$ cat src/rtl/baccarat_pkg.sv
// Shared types and card rules for the baccarat dealing datapath.
package baccarat_pkg;

  localparam int CARD_W = 4;

  // Deal sequencer states, one step per slow_clock edge.
  typedef enum logic [3:0] {
    DEAL_P1 = 4'd0,
    DEAL_D1 = 4'd1,
    DEAL_P2 = 4'd2,
    DEAL_D2 = 4'd3,
    EVAL    = 4'd4,
    DEAL_P3 = 4'd5,
    BEVAL   = 4'd6,
    DEAL_D3 = 4'd7,
    DONE    = 4'd8
  } state_t;

  // Codes 1-9 count face value; 0 and the picture/unused codes 10-15 count zero.
  function automatic logic [CARD_W-1:0] card_value(input logic [CARD_W-1:0] code);
    return ((code >= CARD_W'(1)) && (code <= CARD_W'(9))) ? code : '0;
  endfunction

  // Banker third-card tableau, given banker score and value of the player's third card.
  function automatic logic banker_draws(input logic [CARD_W-1:0] dscore,
                                        input logic [CARD_W-1:0] p3_val);
    logic draw;
    draw = 1'b0;
    case (dscore)
      CARD_W'(0), CARD_W'(1), CARD_W'(2): draw = 1'b1;
      CARD_W'(3): draw = (p3_val != CARD_W'(8));
      CARD_W'(4): draw = (p3_val >= CARD_W'(2)) && (p3_val <= CARD_W'(7));
      CARD_W'(5): draw = (p3_val >= CARD_W'(4)) && (p3_val <= CARD_W'(7));
      CARD_W'(6): draw = (p3_val >= CARD_W'(6)) && (p3_val <= CARD_W'(7));
      default:    draw = 1'b0;
    endcase
    return draw;
  endfunction

endpackage

$ cat src/rtl/hand_score.sv
// Three-card baccarat hand score: sum of card values modulo 10.
module hand_score
  import baccarat_pkg::*;
(
  input  logic [CARD_W-1:0] i_card1,
  input  logic [CARD_W-1:0] i_card2,
  input  logic [CARD_W-1:0] i_card3,
  output logic [CARD_W-1:0] o_score
);

  logic [4:0] w_sum;
  logic [4:0] w_mod;

  // Sum is at most 27, so two conditional subtractions replace a divider.
  always_comb begin
    w_sum = {1'b0, card_value(i_card1)} + {1'b0, card_value(i_card2)}
          + {1'b0, card_value(i_card3)};
    w_mod = w_sum;
    if (w_sum >= 5'd20)      w_mod = w_sum - 5'd20;
    else if (w_sum >= 5'd10) w_mod = w_sum - 5'd10;
  end

  assign o_score = w_mod[CARD_W-1:0];

endmodule

$ cat src/rtl/baccarat_dealer.sv
// Baccarat dealing engine: loads one card per edge into player/banker
// registers, applies the third-card tableau and drives the win lights.
module baccarat_dealer
  import baccarat_pkg::state_t, baccarat_pkg::DEAL_P1, baccarat_pkg::DEAL_D1,
         baccarat_pkg::DEAL_P2, baccarat_pkg::DEAL_D2, baccarat_pkg::EVAL,
         baccarat_pkg::DEAL_P3, baccarat_pkg::BEVAL, baccarat_pkg::DEAL_D3,
         baccarat_pkg::DONE, baccarat_pkg::card_value, baccarat_pkg::banker_draws;
#(
  parameter int CARD_W = 4
) (
  input  logic              slow_clock,
  input  logic              resetb,
  input  logic [CARD_W-1:0] new_card,
  output logic [CARD_W-1:0] pcard1,
  output logic [CARD_W-1:0] pcard2,
  output logic [CARD_W-1:0] pcard3,
  output logic [CARD_W-1:0] dcard1,
  output logic [CARD_W-1:0] dcard2,
  output logic [CARD_W-1:0] dcard3,
  output logic [CARD_W-1:0] pscore,
  output logic [CARD_W-1:0] dscore,
  output logic              player_win_light,
  output logic              dealer_win_light,
  output logic              done,
  output state_t            dbg_state
);

  state_t r_state;
  state_t w_next;
  logic [CARD_W-1:0] r_pcard1, r_pcard2, r_pcard3;
  logic [CARD_W-1:0] r_dcard1, r_dcard2, r_dcard3;
  logic [CARD_W-1:0] w_pscore, w_dscore;
  logic              w_natural;

  hand_score u_player (
    .i_card1 (r_pcard1),
    .i_card2 (r_pcard2),
    .i_card3 (r_pcard3),
    .o_score (w_pscore)
  );

  hand_score u_banker (
    .i_card1 (r_dcard1),
    .i_card2 (r_dcard2),
    .i_card3 (r_dcard3),
    .o_score (w_dscore)
  );

  assign w_natural = (w_pscore >= CARD_W'(8)) || (w_dscore >= CARD_W'(8));

  // State register; reset aborts any hand in progress.
  always_ff @(posedge slow_clock) begin
    if (!resetb) r_state <= DEAL_P1;
    else         r_state <= w_next;
  end

  // Next-state: fixed four-card deal, then natural/draw decisions.
  always_comb begin
    w_next = r_state;
    case (r_state)
      DEAL_P1: w_next = DEAL_D1;
      DEAL_D1: w_next = DEAL_P2;
      DEAL_P2: w_next = DEAL_D2;
      DEAL_D2: w_next = EVAL;
      EVAL: begin
        if (w_natural)                       w_next = DONE;
        else if (w_pscore <= CARD_W'(5))     w_next = DEAL_P3;
        else if (w_dscore <= CARD_W'(5))     w_next = DEAL_D3;
        else                                 w_next = DONE;
      end
      DEAL_P3: w_next = BEVAL;
      BEVAL:   w_next = banker_draws(w_dscore, card_value(r_pcard3)) ? DEAL_D3 : DONE;
      DEAL_D3: w_next = DONE;
      DONE:    w_next = DONE;
      default: w_next = DEAL_P1;
    endcase
  end

  // Card registers: each deal state captures new_card into its own slot.
  always_ff @(posedge slow_clock) begin
    if (!resetb) begin
      r_pcard1 <= '0;
      r_pcard2 <= '0;
      r_pcard3 <= '0;
      r_dcard1 <= '0;
      r_dcard2 <= '0;
      r_dcard3 <= '0;
    end else begin
      case (r_state)
        DEAL_P1: r_pcard1 <= new_card;
        DEAL_D1: r_dcard1 <= new_card;
        DEAL_P2: r_pcard2 <= new_card;
        DEAL_D2: r_dcard2 <= new_card;
        DEAL_P3: r_pcard3 <= new_card;
        DEAL_D3: r_dcard3 <= new_card;
        default: ;
      endcase
    end
  end

  assign pcard1           = r_pcard1;
  assign pcard2           = r_pcard2;
  assign pcard3           = r_pcard3;
  assign dcard1           = r_dcard1;
  assign dcard2           = r_dcard2;
  assign dcard3           = r_dcard3;
  assign pscore           = w_pscore;
  assign dscore           = w_dscore;
  assign done             = (r_state == DONE);
  assign player_win_light = done && (w_pscore >= w_dscore);
  assign dealer_win_light = done && (w_dscore >= w_pscore);
  assign dbg_state        = r_state;

endmodule

$ cat config.mk
export PLATFORM = sky130hd
export DESIGN_NAME = baccarat_dealer
export DESIGN_NICKNAME = d
export VERILOG_FILES = /design/src/rtl/baccarat_pkg.sv /design/src/rtl/hand_score.sv /design/src/rtl/baccarat_dealer.sv
export SDC_FILE = /design/constraint.sdc
export NUM_CORES = 1
export LEC_CHECK = 0
export BUFFER_PORTS_ARGS = -buffer_cell sky130_fd_sc_hd__buf_4
export CAP_MARGIN = 20
export CORE_MARGIN = 10
export CORE_UTILIZATION = 31
export DETAILED_ROUTE_END_ITERATION = 8
export HOLD_SLACK_MARGIN = 0.08
export SLEW_MARGIN = 30
export SYNTH_ARGS = -nofsm -noshare
export SYNTH_HDL_FRONTEND = slang
export SYNTH_SLANG_ARGS = --single-unit
$ cat constraint.sdc
create_clock -name slow_clock -period 8.8 [get_ports slow_clock]
set_input_delay 0.88 -clock slow_clock [delete_from_list [all_inputs] [get_ports slow_clock]]
set_output_delay 0.88 -clock slow_clock [all_outputs]
set_load 0.1 [all_outputs]
==> flow_summary.rst <==
.. list-table::
   :header-rows: 1

   * - Metric
     - Value
   * - Part of the cycle the worst path needs
     - 0.626
   * - Total negative slack
     - 0 ns
   * - Slowest library cell on the worst path
     - sky130_fd_sc_hd__fa_1
   * - Cts hold-fix bufs
     - 0
   * - Hold Violations, Final
     - 0
   * - Number of DRC violations after detailed routing
     - 0
   * - Global-route wire length before repair
     - roughly 11000 µm
   * - Final layout net count
     - 348
   * - CTS Buffer Depth
     - 2
   * - H-Tree Depth
     - 1
   * - Max-capacitance violation count
     - 0
   * - Post-layout instance count excluding filler cells
     - 418
   * - Worst slew slack as a fraction of its limit
     - 0.432
   * - Worst EP required
     - approximately 7.9 ns
   * - Count of flip-flops with a built-in enable after synthesis
     - 0
   * - Antenna violations before repair
     - 0
   * - P per Cell Area
     - ~170 nW/µm²
   * - Vias per cell
     - approximately 5.0
   * - Vias in the first global route
     - 2106
   * - Clock-pin slew on the worst setup and hold paths
     - ~0.09 ns
   * - Sequential fraction of the synthesis area
     - 0.232
   * - Resized Gates After CTS
     - 0
   * - Crit path DAT
     - around 4.6 ns
   * - Gate family responsible for the most delay along the worst path
     - adder cells
   * - Weighted congestion reported at the end of routability-driven placement
     - ~0.85
   * - Unrepaired setup endpoints after global routing
     - false
   * - Io pins
     - 45
   * - Switching fraction of total power
     - 0.488
   * - Number of filler instances in the final layout
     - about 800
   * - Proportion of power drawn by flip-flops and latches
     - 0.296
   * - Cell-internal power
     - ~250 µW
   * - Number of cells after detailed placement
     - between 400 and 500
   * - IR drop worst, VDD
     - between 0.09 and 0.1 mV
   * - Post-Synthesis Mean Instance Area
     - roughly 8.8 µm²
   * - Combinational power share
     - 0.539
   * - Leakage power summed over all cells
     - roughly 1.3 nW
   * - Count of buffers from port buffering
     - 44
   * - Kind of start point of the critical path
     - flop
   * - Height of the die
     - ~110 µm
   * - Number of buffers inserted during clock tree synthesis
     - 3
   * - Total vias in the final route
     - 2100
   * - Buf+Inv Stages, Crit Path
     - 4
   * - Number of antenna-violating nets in the routed design
     - 0
   * - Row cnt
     - 32
   * - Minimum clock period
     - between 5 and 6 ns
   * - DIE AREA
     - 11700 µm²
   * - Cell Area, Synth
     - approximately 2400 µm²
   * - Proportion of synthesized flip-flops having asynchronous set or reset
     - 0
   * - Pin count of the biggest net entering global routing
     - 29
   * - Clock sinks
     - 28
   * - Post-DP HPWL
     - approximately 5100 µm
   * - Number of distinct library cells after synthesis
     - 52
   * - Wire length per cell after detailed routing
     - ~15 µm
   * - Cell chosen for the clock root
     - sky130_fd_sc_hd__clkbuf_8
   * - Status
     - finished clean
   * - Sequence of cells on the critical path
     - nand2b_1 -> fa_1 -> inv_1 -> ha_1 -> fa_1 -> inv_1 -> ha_1 -> a211oi_1 -> a21oi_1 -> mux2i_1 -> inv_1 -> ha_1 -> and2_1 -> o211ai_1 -> a221oi_2 -> buf_4
   * - Worst Clk Skew
     - ~0.005 ns
   * - Fmax
     - between 0.15 and 0.2 GHz
   * - Hold crit path type
     - reg2reg
   * - Transition time of the tightest slew-check pin
     - 0.845 ns
   * - Clock latency reported for the late side of the worst-skew pair
     - 0.28 ns
   * - TritonCTS clock tree
     - yes
   * - Maximum cell stage delay along the critical path
     - roughly 0.61 ns
   * - Global-route congestion overflow total
     - 0
   * - Kind of end point of the critical path
     - output port
   * - Core region area
     - ~7600 µm²
   * - Final core utilization
     - 0.380
   * - Layout-stage area growth over the synthesis result
     - 20.1%
   * - Share of layout cells above drive strength 1
     - 0.196
   * - Number of diodes
     - 0
   * - DRC marker count from the first detailed-route iteration
     - 55
   * - Total global-route track usage
     - 0.111
   * - Yosys reg bits
     - 28
   * - Post-Route WL
     - 6290 µm
   * - Net count of the mapped netlist
     - between 300 and 400
   * - Crit-path max FO
     - 7
   * - Clk network pwr share
     - 0.165
   * - First-pass detailed-route iteration total
     - 4
   * - Final Setup Violations
     - 0
   * - Main synth FF type
     - sky130_fd_sc_hd__dfxtp_1
   * - Start-to-end type of the worst setup path
     - reg2out
   * - Net load switching power
     - ~240 µW
   * - Total chip power
     - a little under 500 µW
   * - Number of post-CTS setup repair buffers
     - 0
   * - Slew Viols, Final
     - 0
   * - Effective utilization at floorplan
     - 0.316
   * - Chip Width
     - roughly 110 µm
   * - Syn. warnings
     - 0
   * - Mapped Cells
     - about 280
-- cell usage in the layout (no fill, tap or decap), types with 9 or more instances in the layout --
cell and instances:
sky130_fd_sc_hd__buf_4 44, sky130_fd_sc_hd__nor2b_1 33, sky130_fd_sc_hd__dfxtp_1 28, sky130_fd_sc_hd__mux2i_1 26
sky130_fd_sc_hd__inv_1 21, sky130_fd_sc_hd__nand2_1 21, sky130_fd_sc_hd__ha_1 15, sky130_fd_sc_hd__o21ai_0 11
sky130_fd_sc_hd__nor2_1 10, sky130_fd_sc_hd__fa_1 10, sky130_fd_sc_hd__nand3_1 9
-- registers in the layout, summed over array words and instances, names as in the netlist --
name / cells
dcard2: 4
dbg_state: 4
dcard3: 4
pcard3: 4
pcard1: 4
pcard2: 4
dcard1: 4
-- through the flow --
stage | area [µm²] | hold WS [ns] | setup slack (ns)
6_report | 2900 | 0.556 | 3.29
3_3_place_gp | 2840 | 0.526 | 3.75
4_1_cts | 2900 | 0.564 | 3.27
5_1_grt | 2900 | 0.605 | 2.91
3_5_place_dp | 2840 | 0.548 | 3.60
2_1_floorplan | 2420 | 0.991 | 0.915
-- area by class of cell --
cell class              count  area [µm²]  area share
flip-flops and latches     28         561       0.193
multi-input cells         219        1750       0.603
repair buffers             44         330       0.114
well taps                 102         128      0.0439
inverters                  21        78.8      0.0271
clock buffers               4        55.1      0.0190
-- worst reg2reg max path, cell delays in order, from the launching register on --
cell,delay (ns)
sky130_fd_sc_hd__dfxtp_1,0.40
sky130_fd_sc_hd__nor2b_1,0.21
sky130_fd_sc_hd__fa_1,0.43
sky130_fd_sc_hd__ha_1,0.25
sky130_fd_sc_hd__fa_1,0.67
sky130_fd_sc_hd__inv_1,0.11
sky130_fd_sc_hd__ha_1,0.24
sky130_fd_sc_hd__a21bo_2,0.21
sky130_fd_sc_hd__nand2_1,0.08
sky130_fd_sc_hd__a21boi_0,0.18
sky130_fd_sc_hd__or3_1,0.39
sky130_fd_sc_hd__a41oi_1,0.32
sky130_fd_sc_hd__nand3_1,0.13
sky130_fd_sc_hd__o311a_1,0.13
-- cells by family after synthesis --
group / after synthesis / synth area share
buffers and inverters: 29 / 0.0466
and+or+nand+nor: 107 / 0.244
adders and majority gates: 26 / 0.165
DFF: 28 / 0.232
xor gates and xnor gates: 5 / 0.0243
muxes: 27 / 0.114
AOI/OAI and AO/OA: 54 / 0.174
-- layer usage --
metal	up-vias	global-route usage	wire, µm
met4	0	0.0292	64
met5	-	0	0
met1	986	0.146	2940
met3	5	0.0214	338
met2	50	0.180	2940
li1	1059	-	-
-- path summary, 6_finish.rpt --
path,start,to,slack (ns),depth (start not counted)
setup / recovery,pcard3[1],player_win_light,3.29,16
hold / removal,pcard1[0],pcard1[0],0.56,2
setup reg to reg,dcard3[1],dbg_state[2],4.95,13
hold reg to reg,pcard1[0],pcard1[0],0.56,2
-- power by group through the flow --
stage	logic [mW]	registers (mW)	clock network, mW
floorplan	0.167	0.188	0
global placement	0.258	0.146	0
finish	0.261	0.143	0.0801
global route	0.283	0.145	0.0876
CTS	0.262	0.143	0.0836
detailed placement	0.261	0.146	0
-- cells in the mapped netlist (2+ instances only) --
master                     number  area (µm²)
sky130_fd_sc_hd__a211o_1        4        35.0
sky130_fd_sc_hd__a21boi_0       2        15.0
sky130_fd_sc_hd__a21o_1         6        45.0
sky130_fd_sc_hd__a21oi_1        8        40.0
sky130_fd_sc_hd__a31oi_1        2        12.5
sky130_fd_sc_hd__and3_1         2        12.5
sky130_fd_sc_hd__clkbuf_1       7        26.3
sky130_fd_sc_hd__dfxtp_1       28         561
sky130_fd_sc_hd__fa_1          10         200
sky130_fd_sc_hd__ha_1          15         188
sky130_fd_sc_hd__inv_1         21        78.8
sky130_fd_sc_hd__mux2i_1       26         260
sky130_fd_sc_hd__nand2_1       21        78.8
sky130_fd_sc_hd__nand2b_1       5        31.3
sky130_fd_sc_hd__nand3_1        9        45.0
sky130_fd_sc_hd__nand3b_1       2        15.0
sky130_fd_sc_hd__nand4_1        4        25.0
sky130_fd_sc_hd__nor2_1        10        37.5
sky130_fd_sc_hd__nor2b_1       33         206
sky130_fd_sc_hd__nor3_1         6        30.0
sky130_fd_sc_hd__nor3b_1        7        52.6
sky130_fd_sc_hd__o211ai_1       2        15.0
sky130_fd_sc_hd__o21ai_0       11        55.1
sky130_fd_sc_hd__o221ai_1       2        17.5
sky130_fd_sc_hd__o311a_1        2        20.0
sky130_fd_sc_hd__or3_1          3        18.8
sky130_fd_sc_hd__xnor2_2        2        32.5
sky130_fd_sc_hd__xor2_1         2        17.5
No activity file was read; power rests on OpenSTA's default activity.
